**src/rtl/tmds_pkg.sv**
```systemverilog
// tmds_pkg: TMDS symbol constants and receiver state encoding, shared with the encoder
package tmds_pkg;
   localparam int SYM_W        = 10;
   localparam int BITS_PER_CLK = 2;
   localparam logic [SYM_W-1:0] CTRL_TOKEN_00 = 10'b1101010100;
   localparam logic [SYM_W-1:0] CTRL_TOKEN_01 = 10'b0010101011;
   localparam logic [SYM_W-1:0] CTRL_TOKEN_10 = 10'b0101010100;
   localparam logic [SYM_W-1:0] CTRL_TOKEN_11 = 10'b1010101011;
   typedef enum logic {SEARCH = 1'b0, LOCKED = 1'b1} lane_state_e;
endpackage

```
**src/rtl/tmds_symbol_decode.sv**
```systemverilog
// tmds_symbol_decode: combinational 10b TMDS symbol to {de, ctrl, data}
module tmds_symbol_decode
   import tmds_pkg::*;
(
   input  logic [SYM_W-1:0] sym_i,
   output logic             de_o,
   output logic [1:0]       ctrl_o,
   output logic [7:0]       data_o
);
   logic [7:0] d;
   logic [7:0] raw;
   always_comb begin
      d = sym_i[9] ? ~sym_i[7:0] : sym_i[7:0];
      raw = '0;
      raw[0] = d[0];
      for (int i = 1; i < 8; i++) raw[i] = sym_i[8] ? d[i] ^ d[i-1] : ~(d[i] ^ d[i-1]);
      de_o = !(sym_i inside {CTRL_TOKEN_00, CTRL_TOKEN_01, CTRL_TOKEN_10, CTRL_TOKEN_11});
      ctrl_o = (sym_i == CTRL_TOKEN_01) ? 2'b01 :
               (sym_i == CTRL_TOKEN_10) ? 2'b10 :
               (sym_i == CTRL_TOKEN_11) ? 2'b11 : 2'b00;
      data_o = de_o ? raw : 8'h00;
   end
endmodule

```
**src/rtl/tmds_rx_lane.sv**
```systemverilog
// tmds_rx_lane: one TMDS lane - 2:10 deserializer, token-driven bit alignment, registered decode
module tmds_rx_lane
   import tmds_pkg::*;
#(
   parameter int LOCK_TOKENS = 8,
   parameter int SLIP_WORDS  = 1024,
   parameter int LOSS_WORDS  = 4096
) (
   input  logic       tmds_clk_i,
   input  logic       reset_i,
   input  logic [1:0] in_tmds_i,
   output logic       out_word_valid_o,
   output logic       out_de_o,
   output logic [7:0] out_data_o,
   output logic [1:0] out_ctrl_o,
   output logic       out_locked_o,
   output logic [3:0] out_bit_offset_o
);
   localparam int TW   = $clog2(LOCK_TOKENS) + 1;
   localparam int MW   = $clog2(SLIP_WORDS) + 1;
   localparam int LW   = $clog2(LOSS_WORDS) + 1;
   localparam int SR_W = 2 * SYM_W;
   localparam logic [2:0]    PH_LAST   = 3'(SYM_W / BITS_PER_CLK - 1);
   localparam logic [3:0]    OFF_LAST  = 4'(SYM_W - 1);
   localparam logic [TW-1:0] TOK_LAST  = TW'(LOCK_TOKENS - 1);
   localparam logic [MW-1:0] MISS_LAST = MW'(SLIP_WORDS - 1);
   localparam logic [LW-1:0] LOSS_LAST = LW'(LOSS_WORDS - 1);

   logic [SR_W-1:0]  sreg_q, sreg_d;
   logic [2:0]       phase_q;
   logic [3:0]       off_q;
   lane_state_e      state_q;
   logic [TW-1:0]    tok_q;
   logic [MW-1:0]    miss_q;
   logic [LW-1:0]    loss_q;
   logic             valid_q, de_q, locked_q;
   logic [7:0]       data_q;
   logic [1:0]       ctrl_q;
   logic [SYM_W-1:0] sym;
   logic             dec_de;
   logic [1:0]       dec_ctrl;
   logic [7:0]       dec_data;

   // oldest bit sits at the LSB; symbol is taken from the register's incoming value
   assign sreg_d = {in_tmds_i, sreg_q[SR_W-1:BITS_PER_CLK]};
   assign sym    = SYM_W'(sreg_d >> off_q);

   tmds_symbol_decode u_dec (
      .sym_i  (sym),
      .de_o   (dec_de),
      .ctrl_o (dec_ctrl),
      .data_o (dec_data)
   );

   always_ff @(posedge tmds_clk_i) begin
      if (reset_i) begin
         sreg_q   <= '0;
         phase_q  <= '0;
         off_q    <= '0;
         state_q  <= SEARCH;
         tok_q    <= '0;
         miss_q   <= '0;
         loss_q   <= '0;
         valid_q  <= 1'b0;
         de_q     <= 1'b0;
         data_q   <= '0;
         ctrl_q   <= '0;
         locked_q <= 1'b0;
      end else begin
         sreg_q  <= sreg_d;
         phase_q <= (phase_q == PH_LAST) ? 3'd0 : phase_q + 3'd1;
         valid_q <= (phase_q == PH_LAST);
         if (phase_q == PH_LAST) begin
            de_q   <= dec_de;
            data_q <= dec_data;
            if (!dec_de) ctrl_q <= dec_ctrl;
            case (state_q)
               SEARCH: begin
                  if (!dec_de) begin
                     miss_q <= '0;
                     tok_q  <= tok_q + 1'b1;
                     if (tok_q == TOK_LAST) begin
                        state_q  <= LOCKED;
                        locked_q <= 1'b1;
                        tok_q    <= '0;
                        loss_q   <= '0;
                     end
                  end else begin
                     tok_q  <= '0;
                     miss_q <= miss_q + 1'b1;
                     if (miss_q == MISS_LAST) begin
                        off_q  <= (off_q == OFF_LAST) ? 4'd0 : off_q + 4'd1;
                        miss_q <= '0;
                     end
                  end
               end
               LOCKED: begin
                  loss_q <= dec_de ? loss_q + 1'b1 : '0;
                  if (dec_de && loss_q == LOSS_LAST) begin
                     state_q  <= SEARCH;
                     locked_q <= 1'b0;
                     loss_q   <= '0;
                     tok_q    <= '0;
                     miss_q   <= '0;
                  end
               end
               default: state_q <= SEARCH;
            endcase
         end
      end
   end

   assign out_word_valid_o = valid_q;
   assign out_de_o         = de_q;
   assign out_data_o       = data_q;
   assign out_ctrl_o       = ctrl_q;
   assign out_locked_o     = locked_q;
   assign out_bit_offset_o = off_q;
endmodule

```
**config.mk**
```make
export PLATFORM = sky130hd
export DESIGN_NAME = tmds_rx_lane
export DESIGN_NICKNAME = d
export VERILOG_FILES = /design/src/rtl/tmds_pkg.sv /design/src/rtl/tmds_symbol_decode.sv /design/src/rtl/tmds_rx_lane.sv
export SDC_FILE = /design/constraint.sdc
export NUM_CORES = 1
export LEC_CHECK = 0
export ABC_AREA = 1
export CORE_AREA = 3 3 103 105
export DETAILED_ROUTE_END_ITERATION = 7
export DIE_AREA = 0 0 106 108
export GPL_TIMING_DRIVEN = 1
export SKIP_LAST_GASP = 1
export SYNTH_ARGS = -nofsm -noshare
export SYNTH_HDL_FRONTEND = slang
export SYNTH_SLANG_ARGS = --single-unit
```
**constraint.sdc**
```tcl
create_clock -name tmds_clk_i -period 4.9 [get_ports tmds_clk_i]
set_input_delay 0.49 -clock tmds_clk_i [delete_from_list [all_inputs] [get_ports tmds_clk_i]]
set_output_delay 0.49 -clock tmds_clk_i [all_outputs]
set_load 0.01 [all_outputs]
```
Yosys cells after proc, flatten, opt, wreduce, memory -nomap -nowiden. Index checks and enable logic that the tools add are counted.

Input port bits: 4. Register bits: 69. Output and inout bits: 17. Logic and storage cells: 90.

Add/sub/neg operators: 5. Reductions and logical operators: 9. Mux-type cells: 34. Bitwise logic cells: 17. Eq/ne operators: 12. Shifts and indexed selects: 1.

Operators with widths (number): 13-bit 2-to-1 mux (4); 11-bit 2-to-1 mux (3); 13-bit one-hot mux with 2 select lines (1); 11-bit one-hot mux with 2 select lines (1); 10-bit equality test, second input constant (2); 20-bit by 4-bit right shift with 10-bit output (1); 4-bit 2-to-1 mux (4); 8-bit 2-to-1 mux (2); 13-bit by 1-bit adder with 13-bit output, second input constant (1); 13-bit by 12-bit equality test with 1-bit output, second input constant (1); 1-bit 2-to-1 mux (13); 11-bit by 1-bit adder with 11-bit output, second input constant (1); 11-bit by 10-bit equality test with 1-bit output, second input constant (1); 10-bit by 8-bit equality test with 1-bit output, second input constant (1); 10-bit by 9-bit equality test with 1-bit output, second input constant (1); 1-bit NOT (9); 4-bit by 1-bit adder with 4-bit output, second input constant (2); 8-bit NOT (1); 4-bit one-hot mux with 2 select lines (1); 4-bit AND reduction (2); 1-bit bitwise XOR (7); 2-bit 2-to-1 mux (3); 4-bit by 3-bit equality test with 1-bit output, second input constant (1); 4-bit equality test, second input constant (1); 11 further kinds (14).

Logic depth before layout (Yosys ltp).
Depth in word-level cells: 7. Gate-level depth with buffers: 21. Mapped depth without buffers: 20.

By module. From an unflattened synthesis, not the netlist that was laid out.

Cells, all modules: 644. Area total of the unflattened synthesis: 3993.8 µm².

Modules (own cells, without submodules): tmds_rx_lane (times used 1, area an instance 3646.0 µm², cells each 574); tmds_symbol_decode (times used 1, area an instance 347.8 µm², cells each 70).

Worst setup path after synthesis. No wires, ideal clock.

Path type: reg2reg. From: register off_q[0] (netlist: out_bit_offset_o[0]). To: register loss_q[5]. Clock period less this slack: 2690 ps. Library setup time: 113 ps. Path buffers: 3. Data arrival time: 2577 ps. Cell stages (with the launch flop): 19. Required time: 4787 ps. Slack: 2210 ps. Path through: dfxtp_1 buf_6 buf_4 o21ai_0 or2_2 nand3_1 o21ai_0 a21oi_1 ha_1 nand2_1 nor2_1 nand3_1 buf_6 nand3_4 nand2_4 inv_2 nand2_2 nand2_4 nor2_1.

Longest elaborated chain between the ends: 7.

Ends and longest elaborated chain: start: declaration (RTL line tmds_rx_lane.sv:31) `logic [3:0] off_q;`; start signal: assignment (RTL line tmds_rx_lane.sv:92) `off_q <= (off_q == OFF_LAST) ? 4'd0 : off_q + 4'd1;`; 20-bit by 4-bit right shift with 10-bit output * (RTL line tmds_rx_lane.sv:46) `assign sym = SYM_W'(sreg_d >> off_q);`; 10-bit equality test, or another cell as far along (RTL line tmds_symbol_decode.sv:17) `de_o = !(sym_i inside {CTRL_TOKEN_00, CTRL_TOKEN_01, CTRL_TOKEN_10, CTRL_TOKEN_11});`; 4-bit nonzero test * (RTL line tmds_symbol_decode.sv:17); 1-bit zero test (RTL line tmds_symbol_decode.sv:17); 1-bit logical AND (RTL line tmds_rx_lane.sv:99) `if (dec_de && loss_q == LOSS_LAST) begin`; 13-bit 2-to-1 mux (RTL line tmds_rx_lane.sv:99); 13-bit one-hot mux with 2 select lines (RTL line tmds_rx_lane.sv:77) `case (state_q)`; end signal: assignment (RTL line tmds_rx_lane.sv:98) `loss_q <= dec_de ? loss_q + 1'b1 : '0;`; end: declaration (RTL line tmds_rx_lane.sv:35) `logic [LW-1:0] loss_q;`.

Mark *: on every way between the ends. The rest lies on a longest branch, timed or not. A chain may end at the register's enable or synchronous reset.

Worst setup path after layout.
From: register off_q[1] (netlist: out_bit_offset_o[1]). To: register miss_q[4].

Longest elaborated chain between the ends: 7.

Ends and longest elaborated chain: 20-bit by 4-bit right shift with 10-bit output * (RTL line tmds_rx_lane.sv:46); 10-bit equality test, or another cell as far along (RTL line tmds_symbol_decode.sv:17); 4-bit nonzero test * (RTL line tmds_symbol_decode.sv:17); 1-bit zero test (RTL line tmds_symbol_decode.sv:17); 1-bit logical AND (RTL line tmds_rx_lane.sv:99); 2-bit by 1-bit inequality test with 1-bit output (no line); 2-bit AND reduction (no line); end signal: assignment (RTL line tmds_rx_lane.sv:90) `miss_q <= miss_q + 1'b1;`; end: declaration (RTL line tmds_rx_lane.sv:34) `logic [MW-1:0] miss_q;`.

Marks and branches as above.

==> reports/results.ini <==
[sta]
fin_skew_ps=11.7
setup_tns_ps=0
finalSetupViolCount=0
fmax_ghz=0.241
drv_slew=0
hold_viol_final=0
max-slew-margin-rel_pct=38.6
fin_ws_ps=752
fin_crit_ps=4150
worst_pin_slew_ps=920
hold-worst-slack_ps=443
grt_setup_unrepaired=no
period_share_pct=84.7

[clock_tree]
post_cts_buffers=0
post_cts_resized=0
root_buffer=clkbuf_8
cts_tree=done
cts_buffers=9
path_clk_slew_ps=70
htree_levels=3
ctsHoldBuffers=0
cts_sinks=67
insertion_delay_ps=340
cts_buffer_depth=2

[grt]
antenna_found_initial=0
grt_use_met2_pct=28.1
grt_overflow=0
first_global_vias=3570
grt_util_all_layers_pct=17.7
grt_busiest_layer=met2
grt_max_degree=38
use_met1_pct=24.3
grt_pass1_wl_um=16600
met3_usage_pct=4.42

[synth]
yosys_warnings=0
postSynth.asyncResetShare_pct=0
synth_edf_count=0
post_synth.cell_area_avg_um2=6.46
yosysUniqueCellTypes=40
netlist_area_um2=4060
synth_top_area_share_pct=33.0
synth-seq-cells=67
seq_area_frac_synth_pct=33.0
synth_top_area_cell=dfxtp_1
syn_inst=629
yosys_most_used_dff=dfxtp_1
synthTopCellsByArea=dfxtp_1 (33%), nand2_1 (16%), nand3_1 (7.5%)
synth_nets=646

[setup_path]
cp_top_family=simple AND/OR/NAND/NOR gates
crit_chain=inv_1 > nand3_1 > nand3_1 > nand2_1 > inv_1 > o21ai_0 > ha_1 > nand2_1 > nor2_1 > nand3_1 > nand3_1 > nand2_2 > nand2_2 > inv_1 > nor2_1 > nor2_1
critical_path_depth=16
cp.arrival_ps=4390
rr_worst_depth=16
crit_top_cell=nand3_1
worstPathRequired_ps=5140
path_class=reg -> reg
r2r_start=out_bit_offset_o[1]
cpPeakStageDelay_ps=810
r2r_slack_ps=750
cp_slowest_cell=dfxtp_1
crit_fanout=23
cp-end-kind=flop
worst-path-buf-inv=3
critPathLaunchType=flop
rr_endpoint=miss_q[4]

[placed_design]
gp_congestion=0.846
place_inst=762
place_area_um2=4330
pre_cts_ws_ps=808
hpwl_um=7130
portBuffers=20

[route]
drc=0
viasPerCell=4.87
vias=3792
first_iter_violations=196
drt_wl_total_um=9550
drt_pass1_iterations=4
drtAntennaViolNets=0
wire_per_inst_um=12.3

[run_status]
status=finished, final reports clean

[final_layout]
drive_above_1_share_pct=6.20
fin_cells=778
fin_nets=657
most-common-layout-cells=nand2_1 (173), nor2_1 (79), inv_1 (72)
areaGrowthSynthToFinish_pct=10.8
antenna_cells=0
mostFrequentLayoutCell=nand2_1
final_area_um2=4500
utilization_pct=46.2

[die]
die_h_um=108
dieWidth_um=106
die-area_um2=11400
core-area_um2=9730
start_util_pct=41.7
num_rows=36
pin_count=21

[min_path]
hold_path_class=reg -> reg
min_to=sreg_q[2]
min_from=sreg_q[4]
min_path_cells=2

[power]
powerDensity_nw_per_um2=236
leakage_nw=1.83
ir_drop_uv=122
total_power_mw=1.06

[flow_run]
maxCapViolCount=0

worst min-delay path, cell delays in order (launching register included):
cell and delay, ps:
dfxtp_1 320, inv_1 50, nor2_1 30
sequential cells by signal, indices dropped and copies added, names as in the netlist:
register and count:
loss_q 13, miss_q 11, out_bit_offset_o 4, out_ctrl_o 2, out_data_o 8, out_de_o 1
out_locked_o 1, out_word_valid_o 1, phase_q 3, sreg_q 18, state_q 1, tok_q 4
synthesized netlist by cell type, types with 2 or more instances:
cell type and n:
xor2_1 16, nand4_1 11, buf_1 4, a21oi_1 24, nand2_2 4, o21ai_1 3, nor2_1 79, dfxtp_1 67
a21oi_2 2, buf_2 4, xnor2_1 6, clkbuf_1 10, nand2_1 173, nor3_1 11, o21ai_0 34, nor2_2 2
nand2_4 5, inv_2 4, nand3b_1 2, ha_1 13, buf_6 4, a31oi_1 2, inv_1 72, nand3_1 61
where the power goes:
| part | switching (mW) | internal (mW) | total [mW] |
|---|---|---|---|
| logic | 0.0476 | 0.0288 | 0.0764 |
| clock network | 0.207 | 0.211 | 0.418 |
| registers | 0.0110 | 0.558 | 0.570 |
worst max path at each step:
stage | from | to
after floorplan | out_bit_offset_o[0] | loss_q[5]
after global placement | out_bit_offset_o[1] | miss_q[6]
after detailed placement | out_bit_offset_o[1] | miss_q[4]
after CTS | out_bit_offset_o[1] | miss_q[4]
after global routing | out_bit_offset_o[1] | tok_q[0]
final | out_bit_offset_o[1] | miss_q[4]
per-layer routing:
layer	routed length [um]	part of all wire, %
met2	4240	44
met1	4880	51
met4	54	0.57
met5	0	0
met3	374	3.9
final cells by class:
cell class	count	area, um^2
timing repair buffer	23	223
inverter	76	285
clock inverter	2	10.0
multi-input combinational	463	2310
sequential	67	1340
tap	133	166
clock buffer	14	163
fill	1037	5230
logic make-up after synthesis:
logic type	after synthesis	synth area share [%]
XOR/XNOR	22	4.74
AO/OA/AOI/OAI	74	10.2
flip-flops	67	33.0
adder cells (fa/ha/maj)	13	4.01
buffers and inverters	99	10.1
AND/OR/NAND/NOR	354	38.0
Note: power is estimated with default switching activity, not from simulation.
